--- src/rtl/seg_seq_cmd_gen.sv ---
// Sequential command generator: expands one transfer descriptor into lock-stepped
// addr/dataW/write triplets, closed by an end-of-stream triplet.
module seg_seq_cmd_gen #(
   parameter int AW = 16,
   parameter int DW = 32,
   parameter int LW = 16
) (
   input  logic          clock,
   input  logic          reset,
   input  logic          cfg_v,
   output logic          cfg_b,
   input  logic [AW-1:0] cfg_base,
   input  logic [LW-1:0] cfg_len,
   input  logic [AW-1:0] cfg_stride,
   input  logic          cfg_write,
   input  logic          src_e,
   input  logic          src_v,
   output logic          src_b,
   input  logic [DW-1:0] src_d,
   output logic          addr_e,
   output logic          addr_v,
   input  logic          addr_b,
   output logic [AW-1:0] addr_d,
   output logic          dataW_e,
   output logic          dataW_v,
   input  logic          dataW_b,
   output logic [DW-1:0] dataW_d,
   output logic          write_e,
   output logic          write_v,
   input  logic          write_b,
   output logic          write_d,
   output logic          busy,
   output logic          err_short
);

   typedef enum logic [1:0] {IDLE, RUN, EOS, DONE} state_t;

   state_t        state;
   logic [AW-1:0] nxt_addr;
   logic [AW-1:0] stride;
   logic [LW-1:0] len;
   logic [LW-1:0] cnt;
   logic          wr_mode;
   logic          src_done;

   logic          out_v;
   logic          out_e;
   logic [AW-1:0] out_a;
   logic [DW-1:0] out_d;
   logic          out_w;

   logic          fire;
   logic          free;
   logic          last;

   assign fire = out_v & ~addr_b & ~dataW_b & ~write_b;
   assign free = ~out_v | fire;
   assign last = (cnt + LW'(1)) == len;

   assign busy  = (state != IDLE);
   assign cfg_b = busy;

   assign addr_v  = out_v;
   assign dataW_v = out_v;
   assign write_v = out_v;
   assign addr_e  = out_e;
   assign dataW_e = out_e;
   assign write_e = out_e;
   assign addr_d  = out_a;
   assign dataW_d = out_d;
   assign write_d = out_w;

   // src is only opened when its token can be used this very cycle
   always_comb begin
      src_b = 1'b1;
      case (state)
         RUN:     if (wr_mode) src_b = ~(free & src_v);
         DONE:    if (wr_mode & ~src_done) src_b = 1'b0;
         default: src_b = 1'b1;
      endcase
   end

   always_ff @(posedge clock) begin
      if (reset) begin
         state     <= IDLE;
         nxt_addr  <= '0;
         stride    <= '0;
         len       <= '0;
         cnt       <= '0;
         wr_mode   <= 1'b0;
         src_done  <= 1'b0;
         out_v     <= 1'b0;
         out_e     <= 1'b0;
         out_a     <= '0;
         out_d     <= '0;
         out_w     <= 1'b0;
         err_short <= 1'b0;
      end else begin
         if (fire) out_v <= 1'b0;
         case (state)
            IDLE: if (cfg_v) begin
               stride    <= cfg_stride;
               len       <= cfg_len;
               wr_mode   <= cfg_write;
               err_short <= 1'b0;
               src_done  <= 1'b0;
               if (cfg_len == '0) begin
                  cnt   <= '0;
                  state <= EOS;
               end else if (cfg_write) begin
                  nxt_addr <= cfg_base;
                  cnt      <= '0;
                  state    <= RUN;
               end else begin
                  // reads load the first triplet on acceptance to save a cycle
                  out_v    <= 1'b1;
                  out_e    <= 1'b0;
                  out_a    <= cfg_base;
                  out_d    <= '0;
                  out_w    <= 1'b0;
                  nxt_addr <= cfg_base + cfg_stride;
                  cnt      <= LW'(1);
                  state    <= (cfg_len == LW'(1)) ? EOS : RUN;
               end
            end
            RUN: if (free) begin
               if (!wr_mode || (src_v && !src_e)) begin
                  out_v    <= 1'b1;
                  out_e    <= 1'b0;
                  out_a    <= nxt_addr;
                  out_d    <= wr_mode ? src_d : '0;
                  out_w    <= wr_mode;
                  nxt_addr <= nxt_addr + stride;
                  cnt      <= cnt + LW'(1);
                  if (last) state <= EOS;
               end else if (src_v && src_e) begin
                  // upstream ended early: its end token is already consumed
                  err_short <= 1'b1;
                  src_done  <= 1'b1;
                  state     <= EOS;
               end
            end
            EOS: begin
               if (out_v && out_e) begin
                  if (fire) begin
                     out_e <= 1'b0;
                     state <= DONE;
                  end
               end else if (free) begin
                  out_v <= 1'b1;
                  out_e <= 1'b1;
                  out_a <= '0;
                  out_d <= '0;
                  out_w <= 1'b0;
               end
            end
            DONE: begin
               if (!wr_mode || src_done) begin
                  state <= IDLE;
               end else if (src_v) begin
                  if (src_e) state <= IDLE;
                  else       err_short <= 1'b1;
               end
            end
            default: state <= IDLE;
         endcase
      end
   end

endmodule
--- config.mk ---
export PLATFORM = sky130hd
export DESIGN_NAME = seg_seq_cmd_gen
export DESIGN_NICKNAME = d
export VERILOG_FILES = /design/src/rtl/seg_seq_cmd_gen.sv
export SDC_FILE = /design/constraint.sdc
export NUM_CORES = 1
export LEC_CHECK = 0
export BUFFER_PORTS_ARGS = -buffer_cell sky130_fd_sc_hd__buf_2
export CORE_ASPECT_RATIO = 0.6
export CORE_MARGIN = 3
export CORE_UTILIZATION = 56
export DETAILED_ROUTE_END_ITERATION = 10
export GPL_ROUTABILITY_DRIVEN = 0
export PLACE_DENSITY = 0.81
export SKIP_LAST_GASP = 1
export SYNTH_ARGS = -nofsm -noshare
export SYNTH_HDL_FRONTEND = slang
export SYNTH_SLANG_ARGS = --single-unit
--- constraint.sdc ---
create_clock -name clock -period 3.37 [get_ports clock]
set_input_delay 0.1685 -clock clock [delete_from_list [all_inputs] [get_ports clock]]
set_output_delay 0.1685 -clock clock [all_outputs]
set_load 0.005 [all_outputs]
# Yosys cells after proc, flatten, opt, wreduce, memory -nomap -nowiden
# Index checks and enable logic that the tools add are counted.
[classes]
n_bitwise = 12
n_reduce_logical = 21
muxes = 78
add_sub_neg = 3
n_eq_ne = 25
[op_table]
columns = ["op", "n"]
rows = [
  ["$mux W32", 8],
  ["$mux W16", 15],
  ["$pmux W32 S3", 1],
  ["$pmux W16 S2", 2],
  ["$pmux W16 S3", 1],
  ["$add A16 B16 Y16", 2],
  ["$reduce_and A8 Y1", 4],
  ["$mux W1", 31],
  ["$ne A2 B2 Y1 const B", 14],
  ["$mux W2", 13],
  ["$ne A3 B3 Y1 const B", 6],
  ["$add A16 B1 Y16 const B", 1],
  ["$eq A16 B1 Y1 const B", 1],
  ["$eq A16 B16 Y1", 1],
  ["$logic_not A16 Y1", 1],
  ["$pmux W1 S3", 4],
  ["$reduce_and A5 Y1", 2],
  ["$pmux W2 S4", 1],
  ["$not A1 Y1", 6],
  ["$reduce_bool A3 Y1", 2],
  ["$and A1 B1 Y1", 5],
  ["$eq A2 B2 Y1 const B", 2],
  ["$pmux W1 S2", 2],
  ["$reduce_and A4 Y1", 1],
  ["8 further kinds", 13],
]
[word_totals]
register_bits = 120
output_inout_bits = 59

# Logic depth before layout (Yosys ltp)
# Gate-level depths: netlist of run 1.
[logic_depth]
ltp_word = 9
depth_mapped = 12
mapped_depth_nobuf = 10

# Worst setup path before layout of run 1
# OpenSTA, ideal clock, no wires.
[synth_timing]
path_type = "register to register"
start = "reg nxt_addr[0]"
end = "reg nxt_addr[14]"
path_buffers = 0
setup_ps = 86
t_required_ps = 3284
arrival_ps = 2302
path_stages_with_launch = 11
synth_period_minus_slack_ps = 2387
slack_ps = 983
path_cell_list = "dfxtp_1 > ha_1 > inv_1 > fa_1 > nand2b_1 > a21oi_1 > o22ai_1 > o41ai_1 > xor2_1 > a21oi_1 > a211oi_1"
[synth_via]
elab_chain_len = 4
[synth_rtl]
columns = ["item", "line_no", "text"]
rows = [
  ["start, declared", "39", "logic [AW-1:0] nxt_addr;"],
  ["start signal, assigned", "111", "nxt_addr <= cfg_base;"],
  ["start signal, assigned", "121", "nxt_addr <= cfg_base + cfg_stride;"],
  ["start signal, assigned", "133", "nxt_addr <= nxt_addr + stride;"],
  ["$add A16 B16 Y16", "133", ""],
  ["$mux W16", "127", "if (!wr_mode || (src_v && !src_e)) begin"],
  ["$mux W16", "126", "RUN: if (free) begin"],
  ["$pmux W16 S2", "100", "case (state)"],
]
# Every way passes these cells. The select of a mux whose other input is x is not followed.
# A chain may end at the register's enable or synchronous reset.

# Worst setup path in the final report of run 1
[layout_timing]
start = "reg state[1]"
end = "reg out_d[15] (netlist: dataW_d[15])"
[layout_via]
elab_chain_len = 3
word_cells_on_any_way = 13
cone_classes = "eq/ne: 9; mux: 1; reduce/logical: 3"
[layout_rtl]
columns = ["item", "line_no", "text"]
rows = [
  ["start, declared", "38", "state_t state;"],
  ["start signal, assigned", "123", "state <= (cfg_len == LW'(1)) ? EOS : RUN;"],
  ["$eq A2 B2 Y1 (tied with other cells)", "100", ""],
  ["$ne A2 B2 Y1 (no source line) / $reduce_bool A3 Y1 (equally long branches)", "n/a", ""],
  ["$reduce_and A8 Y1 (no source line)", "n/a", ""],
  ["end signal, assigned", "131", "out_d <= wr_mode ? src_d : '0;"],
  ["end, declared", "49", "logic [DW-1:0] out_d;"],
]
# Several ways; a longest one is shown, not always the timed one.

==> results.sh, run 1 <==
export IMPL_cp_max_fo=49
export IMPL_tightest_slew_ns=1.16
export IMPL_drc=0
export IMPL_placed_cell_area_mm2=0.00807
export IMPL_ys_types=80
export IMPL_cpPeakStageDelay_ns=0.89
export IMPL_nets=1212
export IMPL_synthArstFlopShare_pct=0
export IMPL_rsz0062_at_grt="no"
export IMPL_setup_violations=0
export IMPL_crit_chain="inv_1 -> ha_2 -> inv_1 -> o21ai_0 -> a21oi_1 -> and2_2 -> nand3_1 -> a21oi_1"
export IMPL_synth_warnings=0
export IMPL_worstPathRequired_ns=3.70
export IMPL_grt_pass1_vias=6749
export IMPL_place_hpwl_mm=15.2
export IMPL_grt_overflow=0
export IMPL_io_pins=148
export IMPL_cts_max_level=4
export IMPL_cap_viol_max_count=0
export IMPL_fin_area_mm2=0.00879
export IMPL_finalMaxSlewViolations=0
export IMPL_cp_top_family="simple AND/OR/NAND/NOR gates"
export IMPL_cts_sinks=120
export IMPL_design_die_area_mm2=0.0146
export IMPL_whs_ns=0.00508
export IMPL_place_ws_ns=0.514
export IMPL_dr_pass1_iters=5
export IMPL_grtUsageTotal_pct=29.4
export IMPL_die_w_um=154
export IMPL_die_y_um=94.8
export IMPL_synth_area_leaders="dfxtp_1 33%, a21oi_1 8.2%, nand2_1 8.0%"
export IMPL_p_leak_nw=3.66
export IMPL_yosysTopAreaCellShare_pct=32.6
export IMPL_cp_slowest_cell="and2_2"
export IMPL_hold_path_class="in2reg"
export IMPL_cts_tree="done"
export IMPL_fmax_mhz=345
export IMPL_clk_path_buf_depth=2
export IMPL_period_share_pct=86.0
export IMPL_vias=7658
export IMPL_cts_root_buf="clkbuf_16"
export IMPL_avgViaCountPerCell=6.06
export IMPL_start_util_pct=59.2
export IMPL_grt_max_degree=97
export IMPL_area_growth_pct=19.3
export IMPL_ys_ff_latch=120
export IMPL_synth_edf_count=0
export IMPL_post_cts_buffers=0
export IMPL_relSlewSlack_pct=22.7
export IMPL_syn_area_mm2=0.00737
export IMPL_endpoint_kind="flip-flop"
export IMPL_worst_skew_pair_late_latency_ns=0.41
export IMPL_setup_slack_ns=0.473
export IMPL_outcome="complete, no violations"
export IMPL_final_setup_tns_ns=0
export IMPL_drive_gt1_share_pct=19.7
export IMPL_powerDensity_mw_per_mm2=694
export IMPL_routedWlPerCell_um=17.3
export IMPL_coreArea_mm2=0.0125
export IMPL_io_buffers=147
export IMPL_grt_pass1_wl_mm=35.0
export IMPL_yosysSeqAreaShare_pct=32.6
export IMPL_worst_path_buf_inv=2
export IMPL_timing_final_crit_period_ns=2.90
export IMPL_synth_most_common_cell="nand2_1"
export IMPL_antenna_found_initial=1
export IMPL_synth_nets=1093
export IMPL_r2r_slack_ns=0.47
export IMPL_num_rows=31
export IMPL_ys_dominant_reg_cell="dfxtp_1"
export IMPL_synth_cells=966
export IMPL_yosysTopAreaCell="dfxtp_1"
export IMPL_hold_viol_final=0
export IMPL_drt_iter0_markers=1057
export IMPL_criticalPathCategory="reg2reg"
export IMPL_wirelength_mm=21.8
export IMPL_clock_skew_final_ns=0.00902
export IMPL_path_clk_slew_ns=0.06
export IMPL_numCtsBuffers=17
export IMPL_peakVddDrop_v=0.000582
export IMPL_crit_arrival_ns=3.23
export IMPL_synth_commonest_cells="157 x nand2_1, 120 x a21oi_1, 120 x dfxtp_1"
export IMPL_postSynthAreaPerCell_um2=7.63
export IMPL_antenna_left=0
export IMPL_setup_worst_path_start_class="flip-flop"
logic make-up (layout without fill, tap and decap cells):
| kind of cell | after synthesis | after routing | synth area share [%] |
|---|---|---|---|
| xor gates and xnor gates | 36 | 36 | 4.28 |
| muxes | 11 | 11 | 1.55 |
| and+or+nand+nor | 391 | 391 | 25.4 |
| DFF | 120 | 120 | 32.6 |
| buffers and inverters | 89 | 221 | 5.33 |
| AOI/OAI and AO/OA | 281 | 281 | 24.1 |
| adders and majority gates | 38 | 38 | 6.66 |
| other | 0 | 1 | 0 |
power breakdown:
group | switching [mW] | leakage [nW] | internal [mW]
clock network | 0.742 | 0.285 | 1.13
logic | 1.50 | 2.39 | 0.859
registers | 0.208 | 0.980 | 1.67
flip-flops by register name, summed over array words and instances, names as in the netlist, 2 cells and up:
signal / count
addr_d: 16
state: 2
nxt_addr: 16
dataW_d: 32
len: 16
cnt: 16
stride: 16
worst min-delay path, stage by stage:
cell and delay, ns:
buf_2 0.11, nand2_1 0.05, a21oi_1 0.05
routing by layer:
metal / up-vias / share of wire (%) / track usage [%]
met2: 396 / 40 / 41.5
li1: 3712 / - / -
met4: 2 / 1.2 / 7.42
met3: 33 / 10 / 8.10
met1: 3515 / 48 / 43.8
met5: - / 0.060 / 0
path summary, 6_finish.rpt:
check,startpoint,cells after the start,end
worst max-delay path,state[1],8,dataW_d[15]
worst max register to register,state[1],8,dataW_d[15]
worst min-delay path,cfg_len[8],3,len[8]
worst min register to register,dataW_d[18],2,dataW_d[18]
placed cells by master (no fill, tap or decap), drive strengths merged, types with 15 or more instances in the layout:
master  count
dfxtp     120
nand3      43
nor3       32
buf       156
nor2       68
a211oi     18
nand2     158
a21oi     121
ha         36
o21ai      47
a311oi     17
xor2       15
clkbuf     18
nor2b      17
inv        27
xnor2      21
metrics by stage:
stage	instances	util [%]	power [mW]
after floorplan	966	-	3.53
after global placement	1219	64.8	4.15
after detailed placement	1219	64.8	4.18
after CTS	1263	70.6	6.06
after global routing	1263	70.6	6.45
final	1264	70.6	6.10
area by class of cell:
class | count | area [um2]
clock buffer | 18 | 439
antenna | 1 | 2.50
inverter | 21 | 78.8
clock inverter | 14 | 161
multi-input combinational | 757 | 4570
fill | 1055 | 3660
tap | 165 | 206
timing repair buffer | 168 | 926
sequential | 120 | 2400
what timing repair did:
action	CTS	global route
hold endpoints to repair	12	0
hold buffers	12	0
resized for setup	0	0
Note: power is estimated with default switching activity, not from simulation.
==> inputs of run 2 (changes only) <==
==> constraint.sdc (replaced) <==
create_clock -name clock -period 3.37 [get_ports clock]
set_input_delay 0.5055 -clock clock [delete_from_list [all_inputs] [get_ports clock]]
set_output_delay 0.5055 -clock clock [all_outputs]
set_load 0.005 [all_outputs]
==> run 2 against run 1 <==
Against the previous run: non-clock buffer count fell by 4; via count rose by 0.10%; global-route usage fell by 0.55 points; die area did not move; utilization fell by 0.78 points; worst hold slack improved by 0.33 ns; critical path depth rose by 2; final area fell by 1.1%; sequential power barely moved; clock skew fell by 0.0037 ns; clock power fell by 7%; routed wire length fell by 0.42%; critical path type unchanged.
==> results.sh, run 2 (synthesis gave the netlist of run 1 again) <==
export IMPL_outcome="complete, no violations"
export IMPL_vias=7666
export IMPL_worst_skew_pair_late_latency_ns=0.42
export IMPL_numCtsBuffers=17
export IMPL_final_common_cell="nand2_1"
export IMPL_routedWlPerCell_um=17.3
export IMPL_period_share_pct=85.3
export IMPL_powerDensity_mw_per_mm2=692
export IMPL_cpPeakStageDelay_ns=0.46
export IMPL_r2r_worst_path_cells=10
export IMPL_hold_path_class="in2reg"
export IMPL_path_clk_slew_ns=0.06
export IMPL_holdPathEnd="len[1]"
export IMPL_worstPathRequired_ns=3.69
export IMPL_tightest_slew_ns=0.870
export IMPL_clock_skew_final_ns=0.00537
export IMPL_finalNonFillerCells=1259
export IMPL_antenna_cells=0
export IMPL_timing_final_crit_period_ns=2.88
export IMPL_dp_cells=1227
export IMPL_mostFrequentLayoutCells="157 x nand2_1, 146 x buf_2, 120 x a21oi_1, 120 x dfxtp_1, 67 x nor2_1"
export IMPL_endpoint_kind="flip-flop"
export IMPL_grt_pass1_vias=6783
export IMPL_cts_resized=0
export IMPL_drive_gt1_share_pct=20.5
export IMPL_criticalPathCategory="reg2reg"
export IMPL_whs_path_depth=3
export IMPL_dr_pass1_iters=6
export IMPL_drt_iter0_markers=698
export IMPL_whs_ns=0.335
export IMPL_grt_overflow=0
export IMPL_io_pins=148
export IMPL_setup_worst_path_start_class="flip-flop"
export IMPL_num_rows=31
export IMPL_cp_top_family="compound AO/OA/AOI/OAI gates"
export IMPL_cts_max_level=4
export IMPL_place_hpwl_mm=15.5
export IMPL_peakVddDrop_v=0.000410
export IMPL_r2r_slack_ns=0.49
export IMPL_finalMaxSlewViolations=0
export IMPL_io_buffers=147
export IMPL_start_util_pct=59.2
export IMPL_crit_chain="ha_1 -> inv_1 -> fa_1 -> nand2b_1 -> a21oi_1 -> o22ai_1 -> o41ai_1 -> xor2_1 -> a21oi_1 -> a211oi_1"
export IMPL_cap_viol_max_count=0
export IMPL_final_setup_tns_ns=0
export IMPL_crit_top_cell="a21oi_1"
export IMPL_fmax_mhz=348
export IMPL_relSlewSlack_pct=42.0
export IMPL_avgViaCountPerCell=6.09
export IMPL_cp_max_fo=4
export IMPL_worst_path_buf_inv=1
export IMPL_setup_violations=0
export IMPL_ctsHoldBuffers=0
export IMPL_cts_root_buf="clkbuf_16"
export IMPL_antenna_left=0
export IMPL_design_die_area_mm2=0.0146
export IMPL_rsz0062_at_grt="no"
export IMPL_die_w_um=154
export IMPL_post_cts_buffers=0
export IMPL_largest_register_ffs=32
export IMPL_crit_reg2reg_launch="nxt_addr[0]"
export IMPL_die_y_um=94.8
export IMPL_cts_sinks=120
export IMPL_p_leak_nw=3.64
export IMPL_grt_pass1_wl_mm=34.3
export IMPL_grtUsageTotal_pct=28.8
export IMPL_area_growth_pct=18.0
export IMPL_hold_viol_final=0
export IMPL_cp_slowest_cell="o41ai_1"
export IMPL_coreArea_mm2=0.0125
export IMPL_drc=0
export IMPL_grt_max_degree=73
export IMPL_crit_arrival_ns=3.20
export IMPL_timing_rr_end="nxt_addr[14]"
export IMPL_nets=1208
export IMPL_antenna_found_initial=0
export IMPL_placed_cell_area_mm2=0.00813
export IMPL_cts_tree="done"
export IMPL_hold_start="cfg_len[1]"
export IMPL_clk_path_buf_depth=2
export IMPL_wirelength_mm=21.7
export IMPL_fin_area_mm2=0.00869
## run 2: power breakdown
group / total (mW) / internal [mW] / switching, mW
logic: 2.41 / 0.884 / 1.52
registers: 1.87 / 1.67 / 0.199
clock network: 1.74 / 1.04 / 0.699
## run 2: per-stage QoR
step	worst slack, ns	total power, mW	util [%]
floorplan	0.928	3.53	-
global placement	0.615	4.18	65.3
detailed placement	0.346	4.23	65.3
CTS	0.559	5.98	69.8
global route	0.365	6.36	69.8
finish	0.495	6.02	69.8
## run 2: worst max path at each step
stage	slack [ns]	from	to	depth (start not counted)
detailed placement	0.35	cfg_base[1]	nxt_addr[9]	9
finish	0.49	nxt_addr[0]	nxt_addr[14]	10
floorplan	0.93	cfg_base[0]	nxt_addr[10]	10
global placement	0.62	cfg_base[1]	nxt_addr[9]	9
global route	0.36	state[1]	nxt_addr[10]	9
CTS	0.56	nxt_addr[0]	nxt_addr[14]	10
## run 2: layer usage
layer | vias to the layer above | global-route usage [%] | part of all wire, %
met5 | - | 0 | 0
met2 | 421 | 42.6 | 42
li1 | 3692 | - | -
met4 | 0 | 7.05 | 0.94
met3 | 23 | 7.55 | 11
met1 | 3530 | 41.9 | 46
## run 2: worst reg2reg max path, cell delays in order, from the launching register on
cell      delay (ns)
dfxtp_1         0.38
ha_1            0.21
inv_1           0.07
fa_1            0.39
nand2b_1        0.21
a21oi_1         0.28
o22ai_1         0.26
o41ai_1         0.46
xor2_1          0.19
a21oi_1         0.09
a211oi_1        0.25
## run 2: final cells by class
class | count | area, um2
clock buffer | 18 | 439
clock inverter | 14 | 126
fill | 1062 | 3760
inverter | 21 | 78.8
multi-input combinational | 757 | 4570
sequential | 120 | 2400
tap | 165 | 206
timing repair buffer | 164 | 866
